--- config.mk ---
export PLATFORM = sky130hd
export DESIGN_NAME = ser_link_phy_tx_flat
export DESIGN_NICKNAME = d
export VERILOG_FILES = /design/src/rtl/ser_link_phy_tx_if.sv /design/src/rtl/ser_link_phy_tx.sv /design/src/flat_wrapper.sv
export SDC_FILE = /design/constraint.sdc
export NUM_CORES = 1
export LEC_CHECK = 0
export BUFFER_PORTS_ARGS = -buffer_cell sky130_fd_sc_hd__buf_4
export CAP_MARGIN = 20
export CELL_PAD_IN_SITES_DETAIL_PLACEMENT = 2
export CELL_PAD_IN_SITES_GLOBAL_PLACEMENT = 2
export CORE_UTILIZATION = 34
export DETAILED_ROUTE_END_ITERATION = 8
export PLACE_DENSITY_LB_ADDON = 0.05
export SETUP_SLACK_MARGIN = 0.15
export SKIP_CTS_REPAIR_TIMING = 1
export SLEW_MARGIN = 20
export SYNTH_ARGS = -nofsm -noshare
export SYNTH_HDL_FRONTEND = slang
export SYNTH_SLANG_ARGS = --single-unit
--- constraint.sdc ---
create_clock -name clk_i -period 5.3 [get_ports clk_i]
set_input_delay 0.265 -clock clk_i [delete_from_list [all_inputs] [get_ports clk_i]]
set_output_delay 0.265 -clock clk_i [all_outputs]
set_load 0.01 [all_outputs]
--- src/rtl/ser_link_phy_tx_if.sv ---
// Flit ingress, credit return and DDR pad-side lanes of the serial link transmitter.
// The transmitter takes the slave side; the flit source and credit returner take the master side.
interface ser_link_phy_tx_if #(
  parameter int FlitWidth  = 32,
  parameter int NumLanes   = 4,
  parameter int MaxCredits = 8
);
  localparam int CntW = $clog2(MaxCredits + 1);

  logic [FlitWidth-1:0] flit_i;
  logic                 flit_valid_i;
  logic                 flit_ready_o;
  logic                 credit_i;
  logic [NumLanes-1:0]  ddr_rise_o;
  logic [NumLanes-1:0]  ddr_fall_o;
  logic                 clk_fwd_en_o;
  logic [CntW-1:0]      credits_o;
  logic                 credit_err_o;

  modport slave (
    input  flit_i, flit_valid_i, credit_i,
    output flit_ready_o, ddr_rise_o, ddr_fall_o, clk_fwd_en_o, credits_o, credit_err_o
  );

  modport master (
    output flit_i, flit_valid_i, credit_i,
    input  flit_ready_o, ddr_rise_o, ddr_fall_o, clk_fwd_en_o, credits_o, credit_err_o
  );
endinterface

--- src/rtl/ser_link_phy_tx.sv ---
// Credit-gated flit serializer onto NumLanes DDR lanes: beat 0 leaves one cycle after accept, flits run back-to-back.
// Ready is low mid-flit and at zero credits; a credit returned while full saturates and latches credit_err_o.
module ser_link_phy_tx #(
  parameter int FlitWidth  = 32,
  parameter int NumLanes   = 4,
  parameter int MaxCredits = 8
) (
  input  logic             clk_i,
  input  logic             rst_ni,
  ser_link_phy_tx_if.slave link
);

  localparam int BeatW = 2 * NumLanes;
  localparam int Beats = FlitWidth / BeatW;
  localparam int KW    = (Beats > 1) ? $clog2(Beats) : 1;
  localparam int CntW  = $clog2(MaxCredits + 1);

  localparam logic [KW-1:0]   KLast = KW'(Beats - 1);
  localparam logic [CntW-1:0] CMax  = CntW'(MaxCredits);

  typedef enum logic {
    ST_IDLE,
    ST_SEND
  } state_e;

  state_e              r_state, w_state_nxt;
  logic [KW-1:0]       r_k, w_k_nxt;
  logic [FlitWidth-1:0] r_shift, w_shift_nxt;
  logic [NumLanes-1:0] r_rise, w_rise_nxt;
  logic [NumLanes-1:0] r_fall, w_fall_nxt;
  logic                r_fwd_en, w_fwd_en_nxt;
  logic [CntW-1:0]     r_credits, w_credits_nxt;
  logic                r_err, w_err_nxt;

  logic                w_ready;
  logic                w_accept;
  logic [BeatW-1:0]    w_beat;

  // Ready looks only at registered state so the source may wait on it before raising valid.
  assign w_ready  = ((r_state == ST_IDLE) || ((r_state == ST_SEND) && (r_k == KLast)))
                    && (r_credits != '0);
  assign w_accept = link.flit_valid_i && w_ready;

  always_ff @(posedge clk_i or negedge rst_ni) begin
    if (!rst_ni) begin
      r_state   <= ST_IDLE;
      r_k       <= '0;
      r_shift   <= '0;
      r_rise    <= '0;
      r_fall    <= '0;
      r_fwd_en  <= 1'b0;
      r_credits <= CMax;
      r_err     <= 1'b0;
    end else begin
      r_state   <= w_state_nxt;
      r_k       <= w_k_nxt;
      r_shift   <= w_shift_nxt;
      r_rise    <= w_rise_nxt;
      r_fall    <= w_fall_nxt;
      r_fwd_en  <= w_fwd_en_nxt;
      r_credits <= w_credits_nxt;
      r_err     <= w_err_nxt;
    end
  end

  // The shift register holds only the beats still to be sent; the beat being loaded
  // into the lane registers is taken straight from its source.
  always_comb begin
    w_state_nxt  = r_state;
    w_k_nxt      = r_k;
    w_shift_nxt  = r_shift;
    w_beat       = '0;
    w_fwd_en_nxt = 1'b0;

    if (w_accept) begin
      w_state_nxt  = ST_SEND;
      w_k_nxt      = '0;
      w_beat       = link.flit_i[BeatW-1:0];
      w_shift_nxt  = link.flit_i >> BeatW;
      w_fwd_en_nxt = 1'b1;
    end else if (r_state == ST_SEND) begin
      if (r_k == KLast) begin
        w_state_nxt = ST_IDLE;
        w_k_nxt     = '0;
        w_shift_nxt = '0;
      end else begin
        w_k_nxt      = r_k + KW'(1);
        w_beat       = r_shift[BeatW-1:0];
        w_shift_nxt  = r_shift >> BeatW;
        w_fwd_en_nxt = 1'b1;
      end
    end

    w_rise_nxt = w_beat[NumLanes-1:0];
    w_fall_nxt = w_beat[BeatW-1:NumLanes];
  end

  // Accept and credit return in the same cycle cancel; a return while full is an overflow.
  always_comb begin
    w_credits_nxt = r_credits;
    w_err_nxt     = r_err;

    if (w_accept && !link.credit_i) begin
      w_credits_nxt = r_credits - CntW'(1);
    end else if (!w_accept && link.credit_i) begin
      if (r_credits == CMax) begin
        w_err_nxt = 1'b1;
      end else begin
        w_credits_nxt = r_credits + CntW'(1);
      end
    end
  end

  assign link.flit_ready_o = w_ready;
  assign link.ddr_rise_o   = r_rise;
  assign link.ddr_fall_o   = r_fall;
  assign link.clk_fwd_en_o = r_fwd_en;
  assign link.credits_o    = r_credits;
  assign link.credit_err_o = r_err;

endmodule

--- src/flat_wrapper.sv ---
// flat-port wrapper written by rule: the top's interface ports become plain ports
module ser_link_phy_tx_flat 
#(
  parameter int FlitWidth  = 32,
  parameter int NumLanes   = 4,
  parameter int MaxCredits = 8
)
  (clk_i, rst_ni, link_flit_i, link_flit_valid_i, link_credit_i, link_flit_ready_o, link_ddr_rise_o, link_ddr_fall_o, link_clk_fwd_en_o, link_credits_o, link_credit_err_o);
  ser_link_phy_tx_if #(.FlitWidth(FlitWidth), .NumLanes(NumLanes), .MaxCredits(MaxCredits)) link_i ();
  input  logic clk_i;
  input  logic rst_ni;
  input wire logic [$bits(link_i.flit_i)-1:0] link_flit_i;
  input wire logic [$bits(link_i.flit_valid_i)-1:0] link_flit_valid_i;
  input wire logic [$bits(link_i.credit_i)-1:0] link_credit_i;
  output wire logic [$bits(link_i.flit_ready_o)-1:0] link_flit_ready_o;
  output wire logic [$bits(link_i.ddr_rise_o)-1:0] link_ddr_rise_o;
  output wire logic [$bits(link_i.ddr_fall_o)-1:0] link_ddr_fall_o;
  output wire logic [$bits(link_i.clk_fwd_en_o)-1:0] link_clk_fwd_en_o;
  output wire logic [$bits(link_i.credits_o)-1:0] link_credits_o;
  output wire logic [$bits(link_i.credit_err_o)-1:0] link_credit_err_o;
  assign link_i.flit_i = link_flit_i;
  assign link_i.flit_valid_i = link_flit_valid_i;
  assign link_i.credit_i = link_credit_i;
  assign link_flit_ready_o = link_i.flit_ready_o;
  assign link_ddr_rise_o = link_i.ddr_rise_o;
  assign link_ddr_fall_o = link_i.ddr_fall_o;
  assign link_clk_fwd_en_o = link_i.clk_fwd_en_o;
  assign link_credits_o = link_i.credits_o;
  assign link_credit_err_o = link_i.credit_err_o;
  ser_link_phy_tx #(.FlitWidth(FlitWidth), .NumLanes(NumLanes), .MaxCredits(MaxCredits)) u_core (.clk_i(clk_i), .rst_ni(rst_ni), .link(link_i));
endmodule
==> metrics.cfg <==
[global_routing]
grt_pass1_wl_microns = 8530
grt_use_total_pct = 18.6
grt_start_max_net_pins = 62
antenna_found_initial = 0
grt-ovfl-total = 0
first_global_vias = 1752

[drt]
first_pass_iters = 4
dr.first_iter.drc_count = 52
drt-total-wl_microns = 4980
via_per_inst = 4.97
vias = 1512
wire_per_inst_microns = 16.4
antenna_left = 0
drc_errors = 0

[timing]
fin_crit_ps = 3070
setup_viol = 0
drv_slew = 0
period_share_pct = 58.0
max_freq_mhz = 325
tns_ps = 0
fin_skew_ps = 7.11
slew-limit-headroom_pct = 46.8
rsz0062_at_grt = false
finalHoldViolCount = 0
whs_ps = 176
worst_slew_pin_slew_ps = 798

[outcome]
status = finished, final reports clean

[synthesis]
synth.ff_latch_count = 40
synth_top_area_share_pct = 51.7
yosys.area.top_type = dfrtp_1
syn_area_per_cell_sq_um = 10.1
ys_types = 32
syn_nets = 228
ys_top_cells_by_area = dfrtp_1 52%, o21ai_1 6.4%, nor2b_1 5.6%
yosys_warnings = 0
ys_seq_area_share_pct = 53.0
synth_area_sq_um = 1890
synthCells = 187

[final_layout]
antenna_cells = 0
finalNetCount = 274
final_core_util_pct = 46.2
final_cells = 304
syn_to_final_growth_pct = 28.1
drive_gt1_share_pct = 28.6

[critical_path]
reg2reg_to = u_core.link.credits_o[2]$_DFFE_PN0P_
worst-r2r-setup-slack_ps = 2230
r2r_start = u_core.r_state$_DFF_PN0_
start_kind = flip-flop
crit_arrival_ps = 3240
crit_required_ps = 5460
worst-path-max-fanout = 61
worstSetupPathType = flip-flop to flip-flop
worstSetupEndpointType = flip-flop
ff2ff_path_depth = 11

[power]
power.switching_mw = 0.540
p_total_mw = 1.41
power_frac_seq_pct = 39.9
combPwrFrac_pct = 41.3
ir_worst_vdd_uv = 184
clockPowerShare_pct = 18.8
p_per_area_nw_per_um2 = 583
switching_share_pct = 38.3
intPower_mw = 0.871
p_leak_nw = 1.13

[clock_tree]
cts_made_buffers = 5
clk_path_buf_depth = 2
clkTransAtPathRegs_ps = 80
cts.sinks = 40
worstSkewPairLatency_ps = 300
cts_htree_levels = 2
cts_tree = done
cts-root-buf = clkbuf_8

[floorplan]
rows = 26
num_io_pins = 51
core_sq_um = 5240
die-area_sq_um = 5860
fp.dieW_microns = 76.5
initial_utilization_pct = 36.1
dieHeight_microns = 76.5

[placement]
post-dp-hpwl_microns = 3450
gp_congestion = 0.766
dpl.cell_count = 295
port_buffers = 50

[min_path]
hold_end = u_core.r_shift[7]$_DFFE_PN0P_
hold_depth = 3
hold_class = input port to flip-flop
worstHoldStart = link_flit_i[15]

[job]
max-cap-violations = 0

## per-layer routing
layer  GRT usage [%]  wire length (microns)  vias up
met4            6.73                     46        0
met3            4.19                    177        6
met1            22.3                   2140      747
met5               0                      0        -
met2            32.5                   2620       36
li1                -                      -      723
## sequential cells by signal, indices dropped and copies added (netlist names)
name	flops
u_core.link.credit_err_o	1
u_core.r_state	1
u_core.link.credits_o	4
u_core.r_k	2
u_core.r_shift	24
u_core.link.ddr_fall_o	4
u_core.link.ddr_rise_o	4
## placed cells by master, fill, tap and decap left out, types with 3 or more instances in the layout
| cell type | count |
|---|---|
| buf_4 | 51 |
| dfrtp_1 | 39 |
| nand2_1 | 28 |
| o21ai_1 | 24 |
| a21oi_1 | 18 |
| nor2b_1 | 16 |
| a22o_1 | 8 |
| nand2b_1 | 8 |
| clkbuf_8 | 6 |
| ha_1 | 5 |
| and2b_1 | 3 |
## worst max-delay path: stages (launching register included)
cell and delay (ps):
dfrtp_1 680, nor2b_2 320, nor2_4 140, nand2_4 70, inv_4 410, ha_1 410, xor2_1 120, ha_1 210
a21oi_1 170, xnor2_1 140, nand2_1 90, xnor2_1 150
## cell usage after synthesis (all sizes together)
| cell | count |
|---|---|
| xor2 | 1 |
| o32ai | 1 |
| a22o | 8 |
| ha | 5 |
| nand2b | 8 |
| nor3 | 1 |
| mux2i | 1 |
| o21ai | 24 |
| o41ai | 1 |
| buf | 9 |
| inv | 3 |
| nor4 | 1 |
| mux2 | 3 |
| and2b | 3 |
| dfstp | 1 |
| dfrtp | 39 |
| nand2 | 29 |
| xnor2 | 2 |
| or3 | 1 |
| or2 | 1 |
| a21oi | 18 |
| clkbuf | 4 |
| a41o | 1 |
| a31oi | 2 |
| nor2 | 3 |
| nor2b | 17 |
## how the worst max path moves through the flow
stage	slack, ps	startpoint	to	depth (start not counted)
global route	1900	u_core.r_state$_DFF_PN0_	u_core.link.credits_o[2]$_DFFE_PN0P_	11
finish	2230	u_core.r_state$_DFF_PN0_	u_core.link.credits_o[2]$_DFFE_PN0P_	11
floorplan	2800	u_core.link.credits_o[1]$_DFFE_PN0P_	u_core.link.credits_o[2]$_DFFE_PN0P_	14
detailed placement	2220	u_core.r_state$_DFF_PN0_	u_core.link.credits_o[2]$_DFFE_PN0P_	11
global placement	2450	u_core.r_state$_DFF_PN0_	u_core.link.credits_o[2]$_DFFE_PN0P_	11
CTS	2200	u_core.r_state$_DFF_PN0_	u_core.link.credits_o[2]$_DFFE_PN0P_	11
## power groups by stage
stage / clock network [mW] / registers, mW / logic (mW)
6_report: 0.265 / 0.563 / 0.583
5_1_grt: 0.287 / 0.582 / 0.654
4_1_cts: 0.270 / 0.565 / 0.597
3_5_place_dp: 0 / 0.570 / 0.591
3_3_place_gp: 0 / 0.558 / 0.548
2_1_floorplan: 0 / 0.536 / 0.402
## final cells by class
class                      instances  area [sq um]
clock inverter                     2          38.8
inverter                           3          13.8
sequential                        40          1000
clock buffer                       6          82.6
fill                             561          2820
multi-input combinational        131           803
timing repair buffer              52           393
tap                               70          87.6
## stage by stage
stage	instance area [sq um]	setup WS, ps
2_1_floorplan	1890	2800
5_1_grt	2420	1900
3_3_place_gp	2290	2450
6_report	2420	2230
4_1_cts	2410	2200
3_5_place_dp	2290	2220
## cells by family after synthesis
logic type      Yosys count  share of synthesized area [%]
simple gates             64                           18.2
compound gates           55                           17.0
flops                    40                           53.0
buf+inv                  16                           4.57
fa+ha+maj                 5                           3.31
mux                       4                           2.52
xor+xnor                  3                           1.39
No activity file was read; power rests on OpenSTA's default activity.
